File: config.mk
export PLATFORM = sky130hd
export DESIGN_NAME = up_down_counter_param
export DESIGN_NICKNAME = d
export VERILOG_FILES = /design/src/rtl/up_down_counter_param.sv
export SDC_FILE = /design/constraint.sdc
export NUM_CORES = 1
export LEC_CHECK = 0
export ABC_AREA = 1
export CAP_MARGIN = 10
export CORE_ASPECT_RATIO = 1.5
export CORE_MARGIN = 4
export CORE_UTILIZATION = 40
export DETAILED_ROUTE_END_ITERATION = 8
export GPL_ROUTABILITY_DRIVEN = 0
export PLACE_DENSITY_LB_ADDON = 0.08
export SYNTH_ARGS = -nofsm -noshare
export SYNTH_HDL_FRONTEND = slang
export SYNTH_SLANG_ARGS = --single-unit
export TNS_END_PERCENT = 10
File: constraint.sdc
create_clock -name clk -period 2.4 [get_ports clk]
set_clock_uncertainty 0.05 [all_clocks]
set_input_delay 0.48 -clock clk [delete_from_list [all_inputs] [get_ports clk]]
set_output_delay 0.48 -clock clk [all_outputs]
set_load 0.01 [all_outputs]
File: src/rtl/up_down_counter_param.sv
// Parametrised up/down counter with runtime modulus, parallel load,
// wrap/saturate boundaries, terminal-count pulse and sticky flags.
module up_down_counter_param #(
    parameter int unsigned WIDTH     = 8,
    parameter int unsigned RESET_VAL = 0
) (
    input  logic             clk,
    input  logic             reset,
    input  logic             en,
    input  logic             up_dn,
    input  logic             load,
    input  logic [WIDTH-1:0] load_val,
    input  logic             sat_mode,
    input  logic [WIDTH-1:0] max_val,
    input  logic             clr_flags,
    output logic [WIDTH-1:0] count_out,
    output logic             tc,
    output logic             ovf,
    output logic             unf,
    output logic             zero
);

    localparam logic [WIDTH-1:0] RST_CNT = WIDTH'(RESET_VAL);
    localparam logic [WIDTH-1:0] ONE     = WIDTH'(1);

    logic [WIDTH-1:0] count_q, count_d;
    logic             tc_q, tc_d;
    logic             ovf_q, ovf_d;
    logic             unf_q, unf_d;

    logic             ovf_evt;
    logic             unf_evt;
    logic             at_top;
    logic             at_zero;
    logic             above_max;
    logic [WIDTH-1:0] load_clamp;

    // Compare before stepping so no intermediate exceeds WIDTH bits.
    assign at_top     = (count_q >= max_val);
    assign above_max  = (count_q > max_val);
    assign at_zero    = (count_q == '0);
    assign load_clamp = (load_val > max_val) ? max_val : load_val;

    always_comb begin
        count_d = count_q;
        ovf_evt = 1'b0;
        unf_evt = 1'b0;
        if (load) begin
            count_d = load_clamp;
        end else if (en && up_dn) begin
            if (at_top) begin
                ovf_evt = 1'b1;
                count_d = sat_mode ? max_val : '0;
            end else begin
                count_d = count_q + ONE;
            end
        end else if (en) begin
            if (at_zero) begin
                unf_evt = 1'b1;
                count_d = sat_mode ? '0 : max_val;
            end else if (above_max) begin
                count_d = max_val;
            end else begin
                count_d = count_q - ONE;
            end
        end
    end

    // A same-edge event beats clr_flags for its own flag.
    always_comb begin
        tc_d  = ovf_evt | unf_evt;
        ovf_d = ovf_evt | (ovf_q & ~clr_flags);
        unf_d = unf_evt | (unf_q & ~clr_flags);
    end

    always_ff @(posedge clk or negedge reset) begin
        if (!reset) begin
            count_q <= RST_CNT;
            tc_q    <= 1'b0;
            ovf_q   <= 1'b0;
            unf_q   <= 1'b0;
        end else begin
            count_q <= count_d;
            tc_q    <= tc_d;
            ovf_q   <= ovf_d;
            unf_q   <= unf_d;
        end
    end

    assign count_out = count_q;
    assign tc        = tc_q;
    assign ovf       = ovf_q;
    assign unf       = unf_q;
    assign zero      = at_zero;

endmodule

; ---- Word level (Yosys, flattened, before mapping)
; Index checks and enable logic that the tools add are counted.
[totals]
reg_bits = 11
out_inout_bits = 12
wordCells = 34
[op_classes]
n_addsub = 2
n_lt_le_gt_ge = 3
n_mux = 16
bitwise_logic = 6
n_reduce_logical = 3
[op_table]
columns = op, n
row1 = $mux 8, 9
row2 = $gt 8x8->1, 2
row3 = $add 8x1->8 const B, 1
row4 = $ge 8x8->1, 1
row5 = $logic_not 8->1, 1
row6 = $sub 8x1->8 const B, 1
row7 = $mux 1, 7
row8 = $or 1x1->1, 3
row9 = $reduce_bool 3->1, 1
row10 = $and 1x1->1, 2
row11 = $logic_and 1x1->1, 1
row12 = $not 1->1, 1

; ---- Depth between registers and ports, before layout
; Gate-level depths: netlist of run 1.
[depth]
word_depth = 6
ltp_mapped = 16
depth_no_buf = 16

; ---- Worst setup path before layout of run 1
; No wires, ideal clock.
[synth_path]
kind = input-to-reg
from = input port max_val[7]
to = register count_q[6], in the netlist count_out[6]
setup_ns = 0.077
t_arrival_ns = 1.785
slack_ns = 0.487
stages = 12
cell_sequence = inv_1 > ha_1 > a21o_1 > nor2_8 > nand2_4 > nand2_4 > nand3_1 > nand2_1 > inv_1 > nand2_1 > nand2_1 > a21oi_1
[synth_via]
elab_chain_len = 6
elab_cells_between_ends = 10
[synth_rtl]
columns = item, line
row1 = "start, declared", 14  ; input logic [WIDTH-1:0] max_val,
row2 = $gt 8x8->1, 40  ; assign above_max = (count_q > max_val);
row3 = $mux 8, 61  ; end else if (above_max) begin
row4 = $mux 8, 58  ; if (at_zero) begin
row5 = $mux 8, 57  ; end else if (en) begin
row6 = $mux 8, 50  ; end else if (en && up_dn) begin
row7 = $mux 8 (*), 48  ; if (load) begin
row8 = "end signal, assigned", 83  ; count_q <= count_d;
row9 = "end, declared", 26  ; logic [WIDTH-1:0] count_q, count_d;
; Mark *: on every way between the ends. The rest lies on a longest branch, timed or not. The select of a mux whose other input is x is not followed.
; A chain may end at the register's enable or synchronous reset.

; ---- Worst setup path after layout of run 1
[layout_path]
from = input port max_val[7]
to = register count_q[4], in the netlist count_out[4]
; The elaborated chain is that of the path after synthesis.

==> results.sh, run 1 <==
export IMPL_startpoint_type="input port"
export IMPL_io_pins=35
export IMPL_synth_top_area_share_pct=14.9
export IMPL_synth_cell_area_um2=1850
export IMPL_dieArea_um2=5790
export IMPL_crit_reg2reg_launch="count_out[0]"
export IMPL_rrSetupSlack_ns=0.41
export IMPL_power_frac_comb_pct=64.2
export IMPL_fin_cells=408
export IMPL_timing_final_max_slew_violations=0
export IMPL_clk_latency_ns=0.25
export IMPL_syn_inst=290
export IMPL_via_count=2147
export IMPL_seq_area_um2=275
export IMPL_h_tree_depth=1
export IMPL_max_clock_path_buffers=2
export IMPL_hold_path_endpoint="unf"
export IMPL_rows=30
export IMPL_coreArea_um2=4500
export IMPL_required_ns=2.54
export IMPL_grtUsageTotal_pct=21.4
export IMPL_post_route_cell_area_um2=2570
export IMPL_hold_viol_final=0
export IMPL_grt_pass1_vias=2198
export IMPL_viasPerCell=5.26
export IMPL_startpoint="max_val[7]"
export IMPL_min_delay_start="unf"
export IMPL_port_buffers=34
export IMPL_ys_flop_type="dfrtp_1"
export IMPL_grt_max_degree=15
export IMPL_p_int_mw=0.713
export IMPL_clk_pin_slew_ns=0.06
export IMPL_ys_types=34
export IMPL_ctsHoldBuffers=0
export IMPL_diodes=0
export IMPL_min_path_type="flop to flop"
export IMPL_r2r_end="count_out[3]"
export IMPL_multiInputGateArea_um2=1370
export IMPL_dp_final_hpwl_um=4840
export IMPL_critPathCaptureType="flop"
export IMPL_relSlewSlack_pct=55.5
export IMPL_hold_path_cell_count=2
export IMPL_synth_most_common_cell="nand2_1"
export IMPL_first_pass_iters=4
export IMPL_root_buffer="clkbuf_8"
export IMPL_status="finished, final reports clean"
export IMPL_final_nets=403
export IMPL_p_seq_share_pct=19.8
export IMPL_fillCellCount=472
export IMPL_p_leak_nw=1.35
export IMPL_worstMarginPinSlew_ns=0.665
export IMPL_synth_edff_count=0
export IMPL_die_h_um=91.2
export IMPL_drtAntennaViolNets=0
export IMPL_synth_area_top_cells="dfrtp_1 15%, nand3_1 13%, ha_1 13%"
export IMPL_cp_max_fo=6
export IMPL_tritoncts="yes"
export IMPL_cts_buffers_inserted=3
export IMPL_yosysTopAreaCell="dfrtp_1"
export IMPL_synthArstFlopShare_pct=100
export IMPL_die_w_um=63.5
export IMPL_avgSynthCellArea_um2=6.37
export IMPL_area_growth_syn_to_layout_pct=39.2
export IMPL_dp_slack_ns=-0.229
export IMPL_worst_ep_arrival_time_ns=2.45
export IMPL_worst_r2r_path_depth=15
export IMPL_start_util_pct=41.0
export IMPL_synth_seq_cells=11
export IMPL_post_route_min_period_ns=2.31
export IMPL_fin_crit_sh_pct=96.4
export IMPL_clockPowerShare_pct=16.0
export IMPL_synthesis_nets=332
export IMPL_place_inst=398
export IMPL_drt_iter0_drc=155
export IMPL_rsz0062_at_grt="yes"
export IMPL_wl_per_cell_um=14.6
export IMPL_worstSetupPathType="input port to flop"
export IMPL_place_area_um2=2450
export IMPL_p_total_mw=1.34
export IMPL_switching_power_mw=0.628
export IMPL_grt_overflow_total=0
export IMPL_drv_cap=0
export IMPL_finalWorstSetupSlack_ns=0.0858
export IMPL_yosysSeqAreaShare_pct=14.9
export IMPL_grt_pass1_wl_um=9960
export IMPL_switching_share_pct=46.8
export IMPL_antenna_found_initial=0
export IMPL_wirelength_um=5970
export IMPL_drc=0
export IMPL_synth_warnings=0
export IMPL_yosys_top_cells_count="59 x nand2_1, 48 x nand3_1, 33 x inv_1, 28 x nor2_1, 19 x ha_1"
export IMPL_setup_viol=0
export IMPL_power_per_cell_area_nw_per_um2=522
export IMPL_drive_above_1_share_pct=21.1
export IMPL_clock_sinks=11
export IMPL_ir_worst_vdd_mv=0.177
export IMPL_max_freq_ghz=0.432
worst max-delay path, stage by stage:
cell             delay (ns)
clkdlybuf4s50_1        0.48
inv_1                  0.08
ha_1                   0.32
nand2_2                0.09
nor2_4                 0.18
nand4_4                0.12
buf_4                  0.18
nand3_2                0.15
nand3_1                0.09
nand3_1                0.07
nand3_1                0.11
a21oi_2                0.12
flip-flops by register name, summed over array words and instances (netlist names):
name	count
count_out	8
ovf	1
tc	1
unf	1
final cells by class:
| cell class | count | share of cell area (%) |
|---|---|---|
| Clock buffer | 4 | 1.75 |
| Inverter | 49 | 7.54 |
| Multi-Input combinational cell | 224 | 53.2 |
| Sequential cell | 11 | 10.7 |
| Tap cell | 48 | 2.34 |
| Timing Repair Buffer | 72 | 24.4 |
logic make-up (layout without fill, tap and decap cells):
| kind of cell | Yosys count | in the layout | share of synthesized area (%) |
|---|---|---|---|
| adders and majority gates | 19 | 19 | 12.9 |
| DFF | 11 | 11 | 14.9 |
| xor gates and xnor gates | 9 | 9 | 4.27 |
| and+or+nand+nor | 167 | 168 | 45.9 |
| buffers and inverters | 56 | 125 | 12.9 |
| AOI/OAI and AO/OA | 28 | 28 | 9.21 |
worst max path at each step:
| stage | endpoint | slack [ns] | cells after the start |
|---|---|---|---|
| after global routing | count_out[4] | -0.06 | 12 |
| after detailed placement | count_out[5] | -0.23 | 13 |
| after global placement | count_out[3] | -0.21 | 11 |
| after CTS | count_out[5] | 0.003 | 13 |
| final | count_out[4] | 0.09 | 12 |
| after floorplan | count_out[6] | 0.49 | 12 |
power groups by stage:
stage	Clock [mW]	Sequential, mW	Combinational, mW
2_1_floorplan	0	0.271	0.515
6_report	0.215	0.265	0.861
3_3_place_gp	0	0.269	0.832
5_1_grt	0.220	0.272	0.956
4_1_cts	0.214	0.265	0.837
3_5_place_dp	0	0.269	0.832
stage by stage:
stage | hold slack (ns) | utilization [%] | setup TNS [ns]
global route | 0.545 | 57.1 | -0.155
finish | 0.487 | 57.1 | 0
global placement | 0.468 | 54.4 | -1.49
CTS | 0.489 | 55.4 | 0
detailed placement | 0.479 | 54.4 | -1.64
floorplan | 0.134 | - | 0
layer usage:
layer | GRT usage [%] | routed length, um | up-vias
met4 | 8.47 | 184 | 0
met1 | 23.8 | 2390 | 979
met3 | 1.24 | 204 | 19
met2 | 40.9 | 3190 | 57
met5 | 0 | 0 | -
li1 | - | - | 1092
timing repair:
| action | in CTS | in global routing |
|---|---|---|
| buffers inserted | 0 | 5 |
| setup endpoints to repair | 0 | 9 |
| gates resized for setup | 0 | 10 |
cells in the final DEF, fill, tap and decap left out, types with 4 or more instances in the layout:
master           netlist  layout
dfrtp_1               11      11
clkdlybuf4s50_1        0      32
nand3_1               48      48
nand4_1               14      14
a21oi_1               11      11
xor2_1                 8       8
inv_2                  7       9
a21oi_2                4       4
nand2_4                3       5
nand2_2                6       4
nor2_1                28      27
nand2_1               59      59
o21ai_1                4       4
ha_1                  19      18
inv_1                 33      30
clkinv_1               6       6
buf_4                  1      37
Note: power is estimated with default switching activity, not from simulation.
==> inputs of run 2 (changes only) <==
clock period = 2.7 ns   (was 2.4 ns; I/O delays follow)
==> run 2 against run 1 <==
Clock power decreased by 18%. Largest power group unchanged. Non-clock buffer count down 15. Sequential share of layout area up 0.68 points. Largest cell class unchanged. Register-to-register slack gained 0.22 ns. Highest routed layer unchanged. Hold slack lost 0.0073 ns. Critical path depth increased by 2. Final area is 5.9% lower.
==> results.sh, run 2 (synthesis gave the netlist of run 1 again) <==
export IMPL_cp_max_fo=8
export IMPL_fin_crit_sh_pct=90.5
export IMPL_worstSetupPathType="input port to flop"
export IMPL_h_tree_depth=1
export IMPL_startpoint_type="input port"
export IMPL_crit_top_cell="nand2_1"
export IMPL_diodes=0
export IMPL_final_util_pct=53.7
export IMPL_largest_reg_flops=8
export IMPL_r2r_end="count_out[6]"
export IMPL_start_util_pct=41.0
export IMPL_required_ns=2.82
export IMPL_setup_viol=0
export IMPL_drt_iter0_drc=89
export IMPL_rsz0062_at_grt="no"
export IMPL_place_area_um2=2370
export IMPL_post_route_cell_area_um2=2420
export IMPL_drc=0
export IMPL_p_leak_nw=1.24
export IMPL_crit_reg2reg_launch="count_out[4]"
export IMPL_hold_viol_final=0
export IMPL_final_nets=387
export IMPL_crit_chain="clkdlybuf4s50_1 > inv_1 > ha_1 > nand2_2 > buf_4 > a21oi_2 > nor2_8 > nand2_4 > nand2_4 > nand2_1 > nand3_1 > nand2_1 > nand2_1 > a21oi_1"
export IMPL_switching_share_pct=46.8
export IMPL_post_route_min_period_ns=2.44
export IMPL_hold_path_endpoint="unf"
export IMPL_max_stage_delay_ns=0.48
export IMPL_grtUsageTotal_pct=21.3
export IMPL_finalWorstSetupSlack_ns=0.257
export IMPL_switching_power_mw=0.531
export IMPL_slowest_stage="clkdlybuf4s50_1"
export IMPL_grt_max_degree=14
export IMPL_grt_pass1_vias=2069
export IMPL_drtAntennaViolNets=0
export IMPL_critPathCaptureType="flop"
export IMPL_io_pins=35
export IMPL_status="finished, final reports clean"
export IMPL_ir_worst_vdd_mv=0.190
export IMPL_root_buffer="clkbuf_8"
export IMPL_min_delay_start="unf"
export IMPL_power_per_cell_area_nw_per_um2=469
export IMPL_max_clock_path_buffers=2
export IMPL_clock_sinks=11
export IMPL_antenna_found_initial=0
export IMPL_rows=30
export IMPL_hold_path_cell_count=2
export IMPL_max_freq_ghz=0.409
export IMPL_worstMarginPinSlew_ns=0.628
export IMPL_dieArea_um2=5790
export IMPL_timing_final_max_slew_violations=0
export IMPL_die_w_um=63.5
export IMPL_wl_per_cell_um=14.6
export IMPL_cts_buffers_inserted=3
export IMPL_grt_pass1_wl_um=9770
export IMPL_wirelength_um=5730
export IMPL_ctsHoldBuffers=0
export IMPL_p_seq_share_pct=21.3
export IMPL_clk_latency_ns=0.24
export IMPL_relSlewSlack_pct=58.0
export IMPL_clk_pin_slew_ns=0.05
export IMPL_fin_cells=392
export IMPL_port_buffers=34
export IMPL_final_common_cell="nand2_1"
export IMPL_die_h_um=91.2
export IMPL_first_pass_iters=4
export IMPL_power_frac_comb_pct=63.1
export IMPL_clockPowerShare_pct=15.5
export IMPL_holdWs_ns=0.480
export IMPL_worst_ep_arrival_time_ns=2.56
export IMPL_viasPerCell=5.30
export IMPL_worst_r2r_path_depth=13
export IMPL_p_int_mw=0.603
export IMPL_min_path_type="flop to flop"
export IMPL_fin_tns_setup_ns=0
export IMPL_dp_final_hpwl_um=4710
export IMPL_via_count=2076
export IMPL_postCtsSetupBuffers=0
export IMPL_area_growth_syn_to_layout_pct=31.0
export IMPL_cts_resized=0
export IMPL_dp_slack_ns=-0.00286
export IMPL_drv_cap=0
export IMPL_drive_above_1_share_pct=16.0
export IMPL_rrSetupSlack_ns=0.63
export IMPL_p_total_mw=1.13
export IMPL_place_inst=388
export IMPL_coreArea_um2=4500
export IMPL_tritoncts="yes"
export IMPL_layout_common_cells="59 x nand2_1, 48 x nand3_1, 34 x clkdlybuf4s50_1"
export IMPL_grt_overflow_total=0
[run 2: changes by cell type in the layout (fill, tap and decap cells not counted), sizes merged]
cell           previous run  this run
buf                      38        23
clkdlybuf4s50            32        34
dlymetal6s2s              2         0
nand3                    50        49
[run 2: worst max-delay path by stage]
stage	startpoint	to	slack [ns]	cells past startpoint
floorplan	max_val[7]	count_out[6]	0.73	12
global placement	max_val[7]	count_out[3]	-0.02	12
detailed placement	max_val[5]	count_out[6]	-0.003	15
CTS	max_val[5]	count_out[6]	0.25	15
global route	max_val[1]	count_out[6]	0.08	16
finish	max_val[7]	count_out[7]	0.26	14
[run 2: cell type report]
type                       count  area [um2]
multi-input combinational    223        1330
clock buffer                   4        45.0
sequential                    11         275
inverter                      49         191
fill                         469        2090
timing repair buffer          57         513
tap                           48        60.1
[run 2: per-layer routing]
layer | part of all wire (%) | routed length [um] | vias up | track usage, %
li1 | - | - | 1060 | -
met1 | 41 | 2330 | 931 | 23.8
met2 | 51 | 2940 | 64 | 38.2
met3 | 3.4 | 194 | 21 | 2.48
met4 | 4.7 | 270 | 0 | 11.7
met5 | 0 | 0 | - | 0
[run 2: worst max-delay path, delay by kind of cell]
| family | cells | cell delay [ns] |
|---|---|---|
| AO/OA/AOI/OAI | 2 | 0.33 |
| AND/OR/NAND/NOR | 8 | 0.66 |
| adder cells (fa/ha/maj) | 1 | 0.32 |
| buffers and inverters | 3 | 0.70 |
[run 2: power by group through the flow]
stage	clock network [mW]	registers [mW]	logic (mW)
2_1_floorplan	0	0.241	0.458
3_3_place_gp	0	0.245	0.713
3_5_place_dp	0	0.244	0.714
4_1_cts	0.181	0.241	0.718
5_1_grt	0.188	0.246	0.807
6_report	0.176	0.242	0.716
